==> config.mk <==
export PLATFORM = sky130hd
export DESIGN_NAME = multicycle_ctrl_flat
export DESIGN_NICKNAME = d
export VERILOG_FILES = /design/src/rtl/multicycle_ctrl_pkg.sv /design/src/rtl/multicycle_ctrl_if.sv /design/src/rtl/multicycle_ctrl_alu_decode.sv /design/src/rtl/multicycle_ctrl.sv /design/src/flat_wrapper.sv
export SDC_FILE = /design/constraint.sdc
export NUM_CORES = 1
export LEC_CHECK = 0
export ABC_AREA = 1
export BUFFER_PORTS_ARGS = -buffer_cell sky130_fd_sc_hd__buf_2
export CAP_MARGIN = 20
export CORE_UTILIZATION = 43
export DETAILED_ROUTE_END_ITERATION = 8
export GPL_TIMING_DRIVEN = 0
export PLACE_DENSITY = 0.79
export SYNTH_ARGS = -nofsm -noshare
export SYNTH_HDL_FRONTEND = slang
export SYNTH_SLANG_ARGS = --single-unit
==> constraint.sdc <==
create_clock -name clk -period 1.2 [get_ports clk]
set_input_delay 0.18 -clock clk [delete_from_list [all_inputs] [get_ports clk]]
set_output_delay 0.18 -clock clk [all_outputs]
set_load 0.01 [all_outputs]
==> src/rtl/multicycle_ctrl_pkg.sv <==
// ---------------------------------------------------------------------------
// riscv_ctrl_pkg
// Shared encodings for the multi-cycle RV32I-subset sequencer: major opcodes,
// ALU operation codes, sequencer states and the PC / write-back select codes
// driven into the datapath.
// ---------------------------------------------------------------------------
package riscv_ctrl_pkg;

  // Major opcodes (instr[6:0]) accepted by the sequencer
  localparam logic [6:0] OPC_OP     = 7'b0110011;
  localparam logic [6:0] OPC_OP_IMM = 7'b0010011;
  localparam logic [6:0] OPC_LOAD   = 7'b0000011;
  localparam logic [6:0] OPC_STORE  = 7'b0100011;
  localparam logic [6:0] OPC_BRANCH = 7'b1100011;
  localparam logic [6:0] OPC_JAL    = 7'b1101111;
  localparam logic [6:0] OPC_LUI    = 7'b0110111;

  // funct7 values that are meaningful for OP / shift-immediate forms
  localparam logic [6:0] F7_BASE = 7'b0000000;
  localparam logic [6:0] F7_ALT  = 7'b0100000;

  typedef enum logic [2:0] {
    ALU_ADD = 3'd0,
    ALU_SUB = 3'd1,
    ALU_AND = 3'd2,
    ALU_OR  = 3'd3,
    ALU_XOR = 3'd4,
    ALU_SLT = 3'd5,
    ALU_SLL = 3'd6,
    ALU_SRL = 3'd7
  } alu_op_e;

  typedef enum logic [2:0] {
    ST_FETCH  = 3'd0,
    ST_DECODE = 3'd1,
    ST_EXEC   = 3'd2,
    ST_MEM    = 3'd3,
    ST_WB     = 3'd4,
    ST_TRAP   = 3'd5
  } state_e;

  // PC source select
  localparam logic [1:0] PC_SRC_SEQ    = 2'd0;  // PC + 4
  localparam logic [1:0] PC_SRC_TARGET = 2'd1;  // OLDPC + imm

  // Register-file write-back select
  localparam logic [1:0] WB_ALU  = 2'd0;
  localparam logic [1:0] WB_MEM  = 2'd1;
  localparam logic [1:0] WB_LINK = 2'd2;  // OLDPC + 4
  localparam logic [1:0] WB_IMM  = 2'd3;

endpackage

==> src/rtl/multicycle_ctrl_if.sv <==
// ---------------------------------------------------------------------------
// multicycle_ctrl_if
// Shared instruction/data memory port. The sequencer is the master: it raises
// mem_req (with addr_sel / mem_we stable) and holds it until mem_ready.
//   mem_req   : request pending
//   mem_we    : store qualifier
//   addr_sel  : 0 = PC, 1 = ALU result
//   mem_rdata : read data (instruction source during fetch)
//   mem_ready : transfer completes on the edge where this is sampled high
// ---------------------------------------------------------------------------
interface multicycle_ctrl_if;
  logic        mem_req;
  logic        mem_we;
  logic        addr_sel;
  logic [31:0] mem_rdata;
  logic        mem_ready;

  modport master (
    output mem_req,
    output mem_we,
    output addr_sel,
    input  mem_rdata,
    input  mem_ready
  );

  modport slave (
    input  mem_req,
    input  mem_we,
    input  addr_sel,
    output mem_rdata,
    output mem_ready
  );
endinterface

==> src/rtl/multicycle_ctrl_alu_decode.sv <==
// ---------------------------------------------------------------------------
// alu_decode
// Combinational instruction classifier: maps opcode/funct3/funct7 to the ALU
// operation and flags encodings outside the supported subset. Used for the
// legality decision in DECODE and the ALU controls in EXEC/MEM.
//   i_opcode, i_funct3, i_funct7 : fields of the latched instruction
//   o_alu_op                     : ALU operation
//   o_illegal                    : instruction not in the supported subset
// ---------------------------------------------------------------------------
module alu_decode
  import riscv_ctrl_pkg::*;
(
  input  logic [6:0] i_opcode,
  input  logic [2:0] i_funct3,
  input  logic [6:0] i_funct7,
  output alu_op_e    o_alu_op,
  output logic       o_illegal
);

  // Common funct3 -> ALU mapping for the OP and OP-IMM groups
  function automatic alu_op_e f3_to_alu(input logic [2:0] f3);
    alu_op_e op;
    case (f3)
      3'b000:  op = ALU_ADD;
      3'b001:  op = ALU_SLL;
      3'b010:  op = ALU_SLT;
      3'b100:  op = ALU_XOR;
      3'b101:  op = ALU_SRL;
      3'b110:  op = ALU_OR;
      3'b111:  op = ALU_AND;
      default: op = ALU_ADD;  // 3'b011 (unsigned compare) is not supported
    endcase
    return op;
  endfunction

  // Classify the instruction and select the ALU operation
  always_comb begin
    o_alu_op  = ALU_ADD;
    o_illegal = 1'b0;
    case (i_opcode)
      OPC_OP_IMM: begin
        o_alu_op = f3_to_alu(i_funct3);
        // funct7 is immediate data except for the shift forms
        if (i_funct3 == 3'b011) begin
          o_illegal = 1'b1;
        end else if (((i_funct3 == 3'b001) || (i_funct3 == 3'b101)) && (i_funct7 != F7_BASE)) begin
          o_illegal = 1'b1;
        end else begin
          o_illegal = 1'b0;
        end
      end
      OPC_OP: begin
        if (i_funct7 == F7_BASE) begin
          o_alu_op  = f3_to_alu(i_funct3);
          o_illegal = (i_funct3 == 3'b011);
        end else if ((i_funct7 == F7_ALT) && (i_funct3 == 3'b000)) begin
          o_alu_op  = ALU_SUB;
          o_illegal = 1'b0;
        end else begin
          o_illegal = 1'b1;
        end
      end
      OPC_LOAD, OPC_STORE: begin
        o_alu_op  = ALU_ADD;
        o_illegal = (i_funct3 != 3'b010);  // word access only
      end
      OPC_BRANCH: begin
        o_alu_op  = ALU_SUB;
        o_illegal = (i_funct3[2:1] != 2'b00);  // beq / bne only
      end
      OPC_JAL, OPC_LUI: begin
        o_alu_op  = ALU_ADD;
        o_illegal = 1'b0;
      end
      default: begin
        o_alu_op  = ALU_ADD;
        o_illegal = 1'b1;
      end
    endcase
  end

endmodule

==> src/rtl/multicycle_ctrl.sv <==
// ---------------------------------------------------------------------------
// multicycle_ctrl
// Multi-cycle sequencer for the RV32I-subset datapath. Fetches over the shared
// memory port, latches the instruction, and drives per-cycle strobes/selects.
//   clk, reset    : clock, synchronous active-high reset
//   mem_if        : shared memory port (master side)
//   i_alu_zero    : ALU result == 0 (branch condition)
//   o_ir_we       : datapath IR/OLDPC capture
//   o_pc_we       : PC write, o_pc_src selects PC+4 or OLDPC+imm
//   o_rf_we       : register file write, o_wb_sel selects the source
//   o_alu_op      : ALU operation, o_alu_src_b = 1 selects the immediate
//   o_trap        : illegal instruction seen (held until reset)
//   o_state       : current state, for debug
// Outputs are combinational from state, latched IR and the handshake inputs.
// ---------------------------------------------------------------------------
module multicycle_ctrl
  import riscv_ctrl_pkg::*;
#(
  parameter logic [31:0] RESET_IR = 32'h00000013
) (
  input  logic                clk,
  input  logic                reset,
  multicycle_ctrl_if.master   mem_if,
  input  logic                i_alu_zero,
  output logic                o_ir_we,
  output logic                o_pc_we,
  output logic [1:0]          o_pc_src,
  output logic                o_rf_we,
  output logic [1:0]          o_wb_sel,
  output logic [2:0]          o_alu_op,
  output logic                o_alu_src_b,
  output logic                o_trap,
  output logic [2:0]          o_state
);

  state_e      r_state;
  state_e      w_next_state;
  logic [31:0] r_ir;

  logic [6:0]  w_opcode;
  logic [2:0]  w_funct3;
  logic [6:0]  w_funct7;
  alu_op_e     w_dec_alu_op;
  logic        w_illegal;
  logic        w_ir_unused;

  logic        w_is_op;
  logic        w_is_op_imm;
  logic        w_is_load;
  logic        w_is_store;
  logic        w_is_branch;
  logic        w_is_jal;
  logic        w_is_lui;
  logic        w_uses_imm;

  logic        w_mem_req;
  logic        w_mem_we;
  logic        w_addr_sel;
  logic        w_ir_we;
  logic        w_pc_we;
  logic [1:0]  w_pc_src;
  logic        w_rf_we;
  logic [1:0]  w_wb_sel;
  alu_op_e     w_alu_op;
  logic        w_alu_src_b;
  logic        w_trap;

  assign w_opcode = r_ir[6:0];
  assign w_funct3 = r_ir[14:12];
  assign w_funct7 = r_ir[31:25];
  // Register and immediate fields are consumed by the datapath's own IR copy
  assign w_ir_unused = ^{r_ir[24:15], r_ir[11:7]};

  assign w_is_op     = (w_opcode == OPC_OP);
  assign w_is_op_imm = (w_opcode == OPC_OP_IMM);
  assign w_is_load   = (w_opcode == OPC_LOAD);
  assign w_is_store  = (w_opcode == OPC_STORE);
  assign w_is_branch = (w_opcode == OPC_BRANCH);
  assign w_is_jal    = (w_opcode == OPC_JAL);
  assign w_is_lui    = (w_opcode == OPC_LUI);
  assign w_uses_imm  = w_is_op_imm | w_is_load | w_is_store;

  alu_decode u_alu_decode (
    .i_opcode  (w_opcode),
    .i_funct3  (w_funct3),
    .i_funct7  (w_funct7),
    .o_alu_op  (w_dec_alu_op),
    .o_illegal (w_illegal)
  );

  // State register
  always_ff @(posedge clk) begin
    if (reset) begin
      r_state <= ST_FETCH;
    end else begin
      r_state <= w_next_state;
    end
  end

  // Instruction latch, loaded on the completing fetch beat
  always_ff @(posedge clk) begin
    if (reset) begin
      r_ir <= RESET_IR;
    end else if (w_ir_we) begin
      r_ir <= mem_if.mem_rdata;
    end
  end

  // Next-state and per-cycle control outputs
  always_comb begin
    w_next_state = r_state;
    w_mem_req    = 1'b0;
    w_mem_we     = 1'b0;
    w_addr_sel   = 1'b0;
    w_ir_we      = 1'b0;
    w_pc_we      = 1'b0;
    w_pc_src     = PC_SRC_SEQ;
    w_rf_we      = 1'b0;
    w_wb_sel     = WB_ALU;
    w_alu_op     = ALU_ADD;
    w_alu_src_b  = 1'b0;
    w_trap       = 1'b0;
    if (reset) begin
      // Any pending request is abandoned; nothing fires this cycle
      w_next_state = ST_FETCH;
    end else begin
      case (r_state)
        ST_FETCH: begin
          w_mem_req  = 1'b1;
          w_addr_sel = 1'b0;
          if (mem_if.mem_ready) begin
            w_ir_we      = 1'b1;
            w_pc_we      = 1'b1;
            w_pc_src     = PC_SRC_SEQ;
            w_next_state = ST_DECODE;
          end else begin
            w_next_state = ST_FETCH;
          end
        end
        ST_DECODE: begin
          if (w_illegal) begin
            w_next_state = ST_TRAP;
          end else if (w_is_lui) begin
            w_next_state = ST_WB;
          end else begin
            w_next_state = ST_EXEC;
          end
        end
        ST_EXEC: begin
          w_alu_op    = w_dec_alu_op;
          w_alu_src_b = w_uses_imm;
          if (w_is_op || w_is_op_imm) begin
            w_next_state = ST_WB;
          end else if (w_is_load || w_is_store) begin
            w_next_state = ST_MEM;
          end else if (w_is_branch) begin
            // funct3[0] distinguishes bne from beq
            w_pc_we      = w_funct3[0] ? ~i_alu_zero : i_alu_zero;
            w_pc_src     = PC_SRC_TARGET;
            w_next_state = ST_FETCH;
          end else if (w_is_jal) begin
            w_rf_we      = 1'b1;
            w_wb_sel     = WB_LINK;
            w_pc_we      = 1'b1;
            w_pc_src     = PC_SRC_TARGET;
            w_next_state = ST_FETCH;
          end else begin
            w_next_state = ST_TRAP;
          end
        end
        ST_MEM: begin
          // ALU keeps producing the address while the request is pending
          w_mem_req   = 1'b1;
          w_addr_sel  = 1'b1;
          w_mem_we    = w_is_store;
          w_alu_op    = w_dec_alu_op;
          w_alu_src_b = w_uses_imm;
          if (mem_if.mem_ready) begin
            w_next_state = w_is_store ? ST_FETCH : ST_WB;
          end else begin
            w_next_state = ST_MEM;
          end
        end
        ST_WB: begin
          w_rf_we = 1'b1;
          if (w_is_load) begin
            w_wb_sel = WB_MEM;
          end else if (w_is_lui) begin
            w_wb_sel = WB_IMM;
          end else begin
            w_wb_sel = WB_ALU;
          end
          w_next_state = ST_FETCH;
        end
        ST_TRAP: begin
          w_trap       = 1'b1;
          w_next_state = ST_TRAP;
        end
        default: begin
          // Unreachable encoding: park safely until reset
          w_next_state = ST_TRAP;
        end
      endcase
    end
  end

  assign mem_if.mem_req  = w_mem_req;
  assign mem_if.mem_we   = w_mem_we;
  assign mem_if.addr_sel = w_addr_sel;
  assign o_ir_we         = w_ir_we;
  assign o_pc_we         = w_pc_we;
  assign o_pc_src        = w_pc_src;
  assign o_rf_we         = w_rf_we;
  assign o_wb_sel        = w_wb_sel;
  assign o_alu_op        = w_alu_op;
  assign o_alu_src_b     = w_alu_src_b;
  assign o_trap          = w_trap;
  assign o_state         = r_state;

endmodule

==> src/flat_wrapper.sv <==
// flat-port wrapper written by rule: the top's interface ports become plain ports
module multicycle_ctrl_flat import riscv_ctrl_pkg::*;
#(
  parameter logic [31:0] RESET_IR = 32'h00000013
)
  (clk, reset, i_alu_zero, o_ir_we, o_pc_we, o_pc_src, o_rf_we, o_wb_sel, o_alu_op, o_alu_src_b, o_trap, o_state, mem_if_mem_req, mem_if_mem_we, mem_if_addr_sel, mem_if_mem_rdata, mem_if_mem_ready);
  multicycle_ctrl_if mem_if_i ();
  input  logic clk;
  input  logic reset;
  input  logic i_alu_zero;
  output logic o_ir_we;
  output logic o_pc_we;
  output logic [1:0] o_pc_src;
  output logic o_rf_we;
  output logic [1:0] o_wb_sel;
  output logic [2:0] o_alu_op;
  output logic o_alu_src_b;
  output logic o_trap;
  output logic [2:0] o_state;
  output wire logic [$bits(mem_if_i.mem_req)-1:0] mem_if_mem_req;
  output wire logic [$bits(mem_if_i.mem_we)-1:0] mem_if_mem_we;
  output wire logic [$bits(mem_if_i.addr_sel)-1:0] mem_if_addr_sel;
  input wire logic [$bits(mem_if_i.mem_rdata)-1:0] mem_if_mem_rdata;
  input wire logic [$bits(mem_if_i.mem_ready)-1:0] mem_if_mem_ready;
  assign mem_if_mem_req = mem_if_i.mem_req;
  assign mem_if_mem_we = mem_if_i.mem_we;
  assign mem_if_addr_sel = mem_if_i.addr_sel;
  assign mem_if_i.mem_rdata = mem_if_mem_rdata;
  assign mem_if_i.mem_ready = mem_if_mem_ready;
  multicycle_ctrl #(.RESET_IR(RESET_IR)) u_core (.clk(clk), .reset(reset), .mem_if(mem_if_i), .i_alu_zero(i_alu_zero), .o_ir_we(o_ir_we), .o_pc_we(o_pc_we), .o_pc_src(o_pc_src), .o_rf_we(o_rf_we), .o_wb_sel(o_wb_sel), .o_alu_op(o_alu_op), .o_alu_src_b(o_alu_src_b), .o_trap(o_trap), .o_state(o_state));
endmodule
==> results by group, run 1 <==
Route
  – Drt initial violations: roughly 190
  – Post-route ant nets: 0
  – Per-cell routed wire length: 21.3 microns
  – Final Routed Wirelength: between 6 and 7 mm
  – Final routed DRC violation total: 6
  – DRT Pass-1 Iters: 8
  – Total vias in the final route: ~1,900
  – Via density: 6.19

Setup path
  – Buf/Inv on CP: 2
  – WP data arrival: roughly 1.8 ns
  – Setup Crit Path Kind: flop to primary output
  – WP data required: around 1.0 ns
  – Largest stage delay on the critical path: ~0.38 ns
  – Crit path cell chain: inv_1, nor3_2, nand3_2, nand2_1, o211ai_1, a31oi_1, buf_2
  – Critical path fanouts, max: 2
  – Startpoint Class: flop
  – CP top delay family: simple AND/OR/NAND/NOR gates
  – Worst setup EP type: primary output
  – Slowest cell on the critical path: dfxtp_1

Timing
  – RSZ-0062 raised after global routing: true
  – Fmax: between 500 and 600 MHz
  – Worst rel slew slack: 0.661
  – Actual slew at the worst max-slew pin: between 0.5 and 0.6 ns
  – Final setup viols: 34
  – Worst Setup Slack, final: -0.748 ns
  – Setup Skew: 0.00133 ns
  – Final setup TNS: -15.32 ns
  – Tcrit/Tclk final: 1.62
  – Fin crit period: slightly below 2 ns
  – Final hold vios: 0
  – Max Transition Viols Final: 0

Place
  – Post-DP HPWL: 2.35 mm
  – Post-Place Worst Slack: -0.301 ns
  – GP Congestion: 0.853
  – Buffers on Ports: 37
  – Dpl cell area: roughly 1600 sq um

Yosys
  – Syn Nets: roughly 230
  – Complex-gate fraction of the synthesized area: 0.235
  – Syn avg cell area: between 6 and 7 sq um
  – Synth Area in Adders: 0
  – Library cells used by synthesis: 31
  – Cell taking the most area after synthesis: dfxtp_1
  – Share of the synthesized area in the top cell type: 0.300
  – Flops & latches, synth: 20
  – Post-synthesis simple-gate area fraction: 0.353
  – Synth top area cells: dfxtp_1 (30%), a211oi_2 (11%), nor2_1 (11%), nand2_1 (9.6%), inv_1 (5.6%)
  – Synth Area in XOR/XNOR: 0
  – Cell Area, Synth: between 1000 and 1500 sq um
  – Multiplexer share of the synthesized area: 0
  – YS warnings: 0
  – Sequential-to-total area share from yosys stat: 0.300
  – Largest family of logic cells by synthesized area: simple AND/OR/NAND/NOR gates
  – Post-Syn Instances: between 150 and 200

CTS
  – TritonCTS clock tree: done
  – Clock buffer depth: 2
  – CTS Sinks: 20
  – Clock transition at path regs: 0.12 ns
  – Clk root buf: clkbuf_4
  – H-tree depth: 1
  – Number of buffers created by CTS: 3
  – Clk_lat worst skew: between 0.3 and 0.4 ns

Global route
  – Total GRT Usage: 0.329
  – Vias in the first global route: 1,729
  – Grt total ovfl: 0
  – Largest net degree at the start of global routing: 12
  – Initial antenna violation count: 0
  – First-pass GRT wire length: 8.11 mm

Cells and area
  – Layout cell share with drive strength beyond 1: 0.739
  – Most frequent cells in the layout: buf_2 (35), buf_4 (27), buf_6 (21)
  – ANT cells: 0
  – Filler cell count: between 100 and 150
  – Layout Cell Area excl Fill: approximately 2500 sq um
  – Layout area overhead: 86.9%
  – Reg area: ~440 sq um
  – Area occupied by multi-input gates: between 1000 and 1500 sq um
  – Most common cell after layout, fill and taps aside: buf_2
  – Final nets: 320

Pwr
  – Static Leakage: approximately 1.1 nW
  – Maximum VDD drop: 1.79 mV
  – Reg power frac: 0.213
  – Internal Power: 3.06 mW
  – Switch share: 0.478
  – PD cells: roughly 2400 nW/um^2
  – P_sw: approximately 2.8 mW
  – Comb pwr share: 0.713
  – Total power: 5.86 mW
  – Clk pwr share: 0.074

Die
  – Width of the die: roughly 58 microns
  – Die area: 3330 sq um
  – Core area: around 2900 sq um
  – Standard-cell rows: 19
  – Starting density of the core: 0.467
  – Die height: roughly 58 microns
  – Num ports: 54

Run status
  – Outcome: finished with violations
  – Failing checks: design-rule violations, negative setup slack

Min path
  – Hold/Removal Path Class: primary input to flop

Flow run
  – Max-cap violations: 0
-- sequential cells by signal, indices dropped and copies added (netlist names) --
name,flops
u_core.r_ir,17
u_core.o_state,3
-- worst reg2reg max path, cell delays in order, from the launching register on --
cell	delay, ns
dfxtp_2	0.40
inv_2	0.09
nand2_1	0.10
nor2_2	0.07
nand2_2	0.11
nand2_4	0.07
buf_4	0.13
buf_4	0.13
a21oi_1	0.31
o211a_1	0.22
a21oi_2	0.05
-- cells in the mapped netlist, drive strengths merged --
library cell  number
conb               1
nand3             16
a31oi              1
or2                1
o211ai             3
a21oi              9
o21ai              9
buf                6
a21boi             1
o21bai             1
nand4              1
o211a              1
o21a               1
nor3               6
a211oi            13
inv               26
nand2             39
nor2              42
dfxtp             20
-- cells by family after synthesis --
kind of cell	after synthesis
other	1
DFF	20
buffers and inverters	32
AOI/OAI and AO/OA	39
and+or+nand+nor	105
-- layout make-up --
cell class,instances,area share
repair buffers,82,0.262
inverters,26,0.0482
flip-flops and latches,20,0.175
clock buffers,4,0.0146
plain buffers,6,0.0256
well taps,31,0.0156
multi-input cells,145,0.459
-- power groups by stage --
stage,logic (mW),registers (mW),clock network (mW)
2_1_floorplan,1.53,1.13,0
3_3_place_gp,1.89,1.14,0
3_5_place_dp,1.91,1.15,0
4_1_cts,3.21,1.16,0.398
5_1_grt,4.40,1.26,0.461
6_report,4.18,1.25,0.433
-- worst paths after layout --
path	startpoint	slack (ns)	end	cells past startpoint
setup / recovery	u_core.r_ir[30]	-0.75	o_alu_op[0]	7
hold / removal	mem_if_mem_rdata[4]	0.07	u_core.r_ir[4]	3
setup reg to reg	u_core.r_ir[4]	-0.57	u_core.o_state[0]	10
hold reg to reg	u_core.r_ir[25]	0.48	u_core.r_ir[25]	2
-- layer usage --
| metal | global-route usage | vias up | wire length, microns |
|---|---|---|---|
| li1 | - | 819 | - |
| met2 | 0.591 | 175 | 3240 |
| met4 | 0.201 | 0 | 649 |
| met5 | 0 | - | 0 |
| met3 | 0.0826 | 70 | 544 |
| met1 | 0.343 | 881 | 2270 |
-- per-stage QoR --
step / hold slack, ns / utilization / std cells
after global routing: 0.0602 / 0.873 / 314
after floorplan: 0.306 / - / 197
after CTS: 0.0797 / 0.776 / 303
after detailed placement: 0.401 / 0.572 / 265
after global placement: 0.393 / 0.572 / 265
final: 0.0657 / 0.873 / 314
-- what timing repair did --
item | in CTS | in global routing
setup buffers | 33 | 20
hold buffers | 0 | 0
pin swaps | 24 | 32
resized for setup | 65 | 75
hold endpoints to repair | 0 | 0
gates cloned | 2 | 0
setup endpoints to repair | 33 | 34
No activity file was read; power rests on OpenSTA's default activity.
==> run 2, diff against run 1 <==
--- a/config.mk
+++ b/config.mk
@@ -8,6 +8,7 @@
 export ABC_AREA = 1
 export BUFFER_PORTS_ARGS = -buffer_cell sky130_fd_sc_hd__buf_2
 export CAP_MARGIN = 20
+export CORE_ASPECT_RATIO = 1.1
 export CORE_UTILIZATION = 43
 export DETAILED_ROUTE_END_ITERATION = 8
 export GPL_TIMING_DRIVEN = 0
==> results by group, run 2 (synthesized netlist as in run 1, its figures left out) <==
Cells and area
  – Final nets: 319 (-0.31%)
  – ANT cells: 0 (unchanged)
  – Most frequent cells in the layout: buf_2 (37), buf_4 (27), nor2_1 (23)
  – Most flops, register: u_core.r_ir
  – Max FFs per register: 17 (unchanged)
  – Layout area overhead: 76.9%
  – Finished Layout Cells: 315 (+0.32%)
  – Most common cell after layout, fill and taps aside: buf_2
  – Layout cell share with drive strength beyond 1: 0.670 (-0.0683)
  – Filler cell count: 156 (+28%)

Timing
  – Tcrit/Tclk final: 1.55 (-0.0687)
  – Final setup viols: 34 (unchanged)
  – Fmax: 536 MHz (+4.4%)
  – Fin crit period: 1.87 ns (-0.0824 ns)
  – RSZ-0062 raised after global routing: true
  – Max Transition Viols Final: 0 (unchanged)
  – Final hold vios: 0 (unchanged)
  – Setup Skew: 0.00354 ns (+0.00221 ns)
  – Worst Setup Slack, final: -0.665 ns (+0.0824 ns)

Setup path
  – Worst setup EP type: primary output
  – Critical path fanouts, max: 5 (+3)
  – R2R depth: 11 (+1)
  – R2R Path Start: u_core.r_ir[2]
  – Startpoint Class: flop
  – WP data required: 1.02 ns (about the same)
  – Setup Crit Path Kind: flop to primary output
  – R2R Path End: u_core.o_state[0]
  – WP data arrival: 1.69 ns (-0.08 ns)
  – Worst Setup SP: u_core.r_ir[2]
  – Worst reg-to-reg setup slack: -0.58 ns (about the same)
  – Setup crit end: o_pc_we

Place
  – Buffers on Ports: 37 (unchanged)
  – Post-Place Worst Slack: -0.312 ns (-0.0116 ns)
  – GP Congestion: 0.919 (+7.7%)
  – Post-DP HPWL: 2.31 mm (-2.0%)
  – Placed Cells incl. Taps: 267 (+0.75%)

Min path
  – Hold/Removal Path Class: primary input to flop

Pwr
  – Static Leakage: 1.09 nW (-0.44%)
  – PD cells: 2210 nW/um^2 (-5.9%)
  – Maximum VDD drop: 1.68 mV (-6.0%)

Route
  – Per-cell routed wire length: 18.4 microns (-14%)
  – Via density: 5.78 (-6.7%)
  – Final Routed Wirelength: 5.79 mm (-14%)
  – DRT Pass-1 Iters: 4 (-4)
  – Final routed DRC violation total: 0 (-6)
  – Drt initial violations: 113 (-40%)
  – Post-route ant nets: 0 (unchanged)
  – Total vias in the final route: 1,821 (-6.4%)

CTS
  – CTS Sinks: 20 (unchanged)
  – H-tree depth: 1 (unchanged)
  – TritonCTS clock tree: done
  – Clk_lat worst skew: 0.30 ns (-0.03 ns)
  – Clock buffer depth: 2 (unchanged)
  – Number of buffers created by CTS: 3 (unchanged)
  – Clock transition at path regs: 0.11 ns (about the same)
  – Clk root buf: clkbuf_4

Die
  – Width of the die: 55.1 microns (-4.5%)
  – Die height: 60.4 microns (+4.7%)
  – Standard-cell rows: 20 (+1)
  – Die area: 3330 sq um (about the same)
  – Starting density of the core: 0.467 (unchanged)
  – Num ports: 54 (unchanged)
  – Core area: 2850 sq um (unchanged)

Flow run
  – Max-cap violations: 0 (unchanged)

Global route
  – Vias in the first global route: 1,618 (-6.4%)
  – First-pass GRT wire length: 6.74 mm (-17%)
  – Grt total ovfl: 0 (unchanged)
  – Largest net degree at the start of global routing: 12 (unchanged)
  – Initial antenna violation count: 0 (unchanged)
  – Total GRT Usage: 0.289 (-0.0401)

Run status
  – Outcome: finished with violations
  – Failing checks: negative setup slack
-- run 2: worst min path at each step --
stage                   startpoint              to  slack (ns)  cells after the start
3_5_place_dp   mem_if_mem_rdata[1]  u_core.r_ir[1]        0.40                      3
5_1_grt        mem_if_mem_rdata[0]  u_core.r_ir[0]        0.09                      3
4_1_cts        mem_if_mem_rdata[1]  u_core.r_ir[1]        0.09                      3
6_report       mem_if_mem_rdata[0]  u_core.r_ir[0]         0.1                      3
3_3_place_gp   mem_if_mem_rdata[1]  u_core.r_ir[1]        0.40                      3
2_1_floorplan  mem_if_mem_rdata[1]  u_core.r_ir[1]        0.31                      2
-- run 2: power by group --
| group | total [mW] | switching (mW) | internal [mW] | leakage (nW) |
|---|---|---|---|---|
| Sequential | 1.22 | 0.282 | 0.936 | 0.169 |
| Clock | 0.391 | 0.206 | 0.185 | 0.0210 |
| Combinational | 3.61 | 1.99 | 1.62 | 0.903 |
| Total | 5.22 | 2.48 | 2.74 | 1.09 |
-- run 2: area by class of cell --
type | instances | area [sq um] | share of cell area
repair inverters | 1 | 8.76 | 0.00372
clock buffers | 4 | 36.3 | 0.0154
multi-input cells | 145 | 1050 | 0.446
flip-flops and latches | 20 | 428 | 0.182
inverters | 26 | 120 | 0.0510
plain buffers | 6 | 68.8 | 0.0292
repair buffers | 80 | 602 | 0.255
well taps | 33 | 41.3 | 0.0175
-- run 2: timing repair --
item | CTS | global route
pin swaps | 26 | 10
gates cloned | 0 | 2
setup buffers | 37 | 8
gates resized for setup | 66 | 32
hold buffers | 0 | 0
endpoints found under the setup margin | 33 | 34
-- run 2: per-layer routing --
metal | track usage | wire length, microns | part of all wire | vias up
met1 | 0.270 | 2010 | 0.35 | 852
li1 | - | - | - | 822
met2 | 0.528 | 2900 | 0.50 | 102
met5 | 0 | 0 | 0 | -
met3 | 0.0476 | 458 | 0.079 | 45
met4 | 0.239 | 414 | 0.072 | 0
-- run 2: worst max-delay path, cell delays in order (launching register included) --
cell and delay (ns):
dfxtp_2 0.36, inv_2 0.08, nand2_4 0.07, nor2_4 0.17
o21bai_1 0.13, inv_1 0.12, nand2_2 0.07, nor2_1 0.13
o21a_1 0.14, buf_2 0.13
-- run 2: stage by stage --
stage          total power [mW]  setup TNS [ns]  utilization  hold WS, ns  area, sq um
2_1_floorplan              2.66           -1.53            -        0.306         1410
3_3_place_gp               3.03           -6.18        0.573        0.399         1630
3_5_place_dp               3.04           -6.32        0.573        0.404         1630
4_1_cts                    4.37           -9.57        0.751       0.0879         2140
5_1_grt                    5.63          -21.91        0.826       0.0891         2360
6_report                   5.22          -16.35        0.826       0.0994         2360
==> run 3, diff against run 2 <==
--- a/config.mk
+++ b/config.mk
@@ -9,6 +9,7 @@
 export BUFFER_PORTS_ARGS = -buffer_cell sky130_fd_sc_hd__buf_2
 export CAP_MARGIN = 20
 export CORE_ASPECT_RATIO = 1.1
+export CORE_MARGIN = 2
 export CORE_UTILIZATION = 43
 export DETAILED_ROUTE_END_ITERATION = 8
 export GPL_TIMING_DRIVEN = 0
==> results by group, run 3 (synthesized netlist as in run 1, its figures left out) <==
Run status
  – Outcome: finished with violations
  – Failing checks: negative setup slack

Cells and area
  – Final nets: 310 (-2.8%)
  – Most frequent cells in the layout: buf_2 (35), buf_4 (21), buf_6 (19)
  – Max FFs per register: 17 (unchanged)
  – Final core occ: 0.791 (-0.0352)
  – Layout cell share with drive strength beyond 1: 0.722 (+0.0514)
  – Most flops, register: u_core.r_ir
  – Most common cell after layout, fill and taps aside: buf_2
  – ANT cells: 0 (unchanged)
  – Layout area overhead: 77.8%
  – Filler cell count: 188 (+21%)
  – Layout Cell Area excl Fill: 2370 sq um (+0.53%)
  – Finished Layout Cells: 307 (-2.5%)

CTS
  – Clock transition at path regs: 0.11 ns (about the same)
  – Clk_lat worst skew: 0.30 ns (about the same)
  – H-tree depth: 1 (unchanged)
  – TritonCTS clock tree: done
  – Number of buffers created by CTS: 3 (unchanged)
  – Clock buffer depth: 2 (unchanged)
  – # hold bufs at CTS: 0 (unchanged)
  – Clk root buf: clkbuf_4
  – CTS Sinks: 20 (unchanged)

Route
  – Via density: 5.77 (-0.27%)
  – Drt initial violations: 140 (+24%)
  – Final Routed Wirelength: 5.79 mm (unchanged)
  – DRT Pass-1 Iters: 6 (+2)
  – Post-route ant nets: 0 (unchanged)
  – Per-cell routed wire length: 18.8 microns (+2.6%)
  – Final routed DRC violation total: 0 (unchanged)
  – Total vias in the final route: 1,770 (-2.8%)

Min path
  – Hold Crit Depth: 3 (unchanged)
  – Worst Hold Endpoint: u_core.r_ir[1]
  – Hold/Removal Path Class: primary input to flop
  – Worst hold start: mem_if_mem_rdata[1]

Setup path
  – Startpoint Class: flop
  – Setup Crit Path Kind: flop to primary output
  – WP data arrival: 1.69 ns (about the same)
  – CP top delay family: simple AND/OR/NAND/NOR gates
  – R2R Path End: u_core.o_state[2]
  – Worst setup EP type: primary output
  – Largest stage delay on the critical path: 0.36 ns (about the same)
  – Worst reg-to-reg setup slack: -0.53 ns (+0.05 ns)
  – R2R Path Start: u_core.r_ir[2]
  – Critical path fanouts, max: 5 (unchanged)
  – R2R depth: 14 (+3)
  – Buf/Inv on CP: 2 (-1)
  – WP data required: 1.02 ns (about the same)
  – Slowest cell on the critical path: dfxtp_2
  – Crit path cell chain: inv_2, nand2_4, nor2_4, nand2_2, nand2_2, nor2_4, nand2_2, nor2_1, o21a_1, buf_2
  – Crit-path most repeated cell: nand2_2

Global route
  – Vias in the first global route: 1,693 (+4.6%)
  – First-pass GRT wire length: 7.61 mm (+13%)
  – Grt total ovfl: 0 (unchanged)
  – Initial antenna violation count: 0 (unchanged)
  – Largest net degree at the start of global routing: 12 (unchanged)
  – Total GRT Usage: 0.272 (-0.0164)

Timing
  – Tcrit/Tclk final: 1.56 (+0.00755)
  – Final hold vios: 0 (unchanged)
  – Fin crit period: 1.87 ns (+0.00906 ns)
  – Final setup viols: 33 (-2.9%)
  – Setup Skew: 0.00607 ns (+0.00253 ns)
  – Max Transition Viols Final: 0 (unchanged)
  – RSZ-0062 raised after global routing: true
  – Fmax: 534 MHz (-0.48%)
  – Hold_ws: 0.0965 ns (-0.00293 ns)
  – Worst Setup Slack, final: -0.674 ns (-0.00906 ns)
  – Final setup TNS: -12.79 ns (+3.55 ns)

Pwr
  – PD cells: 2320 nW/um^2 (+5.0%)
  – Maximum VDD drop: 1.79 mV (+6.4%)
  – Total power: 5.51 mW (+5.5%)
  – Static Leakage: 1.04 nW (-4.5%)

Die
  – Standard-cell rows: 21 (+5.0%)
  – Core area: 3000 sq um (+5.0%)
  – Die area: 3560 sq um (+7.1%)
  – Width of the die: 57.1 microns (+3.6%)
  – Num ports: 54 (unchanged)
  – Die height: 62.4 microns (+3.3%)
  – Starting density of the core: 0.445 (-0.0222)

Place
  – Post-DP HPWL: 2.34 mm (+1.3%)
  – Buffers on Ports: 37 (unchanged)
  – Placed Cells incl. Taps: 268 (+0.37%)
  – Post-Place Worst Slack: -0.317 ns (-0.00474 ns)
  – Dpl cell area: 1640 sq um (about the same)
  – GP Congestion: 0.882 (-4.0%)

Flow run
  – Max-cap violations: 0 (unchanged)
## run 3: cell types whose count changed in the layout (fill, tap and decap cells not counted), moves of 3 or more
cell / previous run / this run
nor2_1: 23 / 16
buf_4: 27 / 21
nand2_1: 20 / 16
nor2_4: 12 / 16
dfxtp_2: 10 / 7
dfxtp_4: 4 / 7
inv_2: 10 / 13
nand2_2: 11 / 14
nor2_2: 7 / 10
## run 3: layout make-up
type / count / area [sq um] / share of cell area
Sequential cell: 20 / 435 / 0.184
Multi-Input combinational cell: 145 / 1130 / 0.477
Tap cell: 34 / 42.5 / 0.0180
Clock buffer: 4 / 36.3 / 0.0153
Inverter: 26 / 115 / 0.0486
Timing Repair Buffer: 74 / 578 / 0.244
Buffer: 4 / 31.3 / 0.0132
## run 3: worst max path at each step
stage,start,to,depth (start not counted)
after floorplan,u_core.r_ir[3],o_pc_we,9
after global placement,u_core.r_ir[3],o_pc_we,10
after detailed placement,u_core.r_ir[3],o_pc_we,10
after CTS,u_core.r_ir[3],o_pc_we,10
after global routing,u_core.r_ir[2],o_pc_we,10
final,u_core.r_ir[2],o_pc_we,10
## run 3: repair_timing
item | in CTS | in global routing
gates resized for setup | 78 | 52
pin swaps | 22 | 17
cloned | 2 | 0
endpoints found under the setup margin | 33 | 34
buffers inserted | 31 | 8
## run 3: worst min-delay path, stage by stage
cell     delay (ns)
buf_2          0.07
nand2_1        0.05
nand3_2        0.07
## run 3: power by group
group	switching [mW]	internal [mW]	total, mW
Combinational	2.11	1.75	3.86
Sequential	0.298	0.948	1.25
Clock	0.217	0.185	0.402
## run 3: routing by layer
metal	up-vias	global-route usage	part of all wire	routed length, microns
met2	120	0.490	0.52	3030
met3	40	0.0373	0.063	364
met4	0	0.166	0.071	411
li1	804	-	-	-
met1	806	0.292	0.34	1980
met5	-	0	0	0
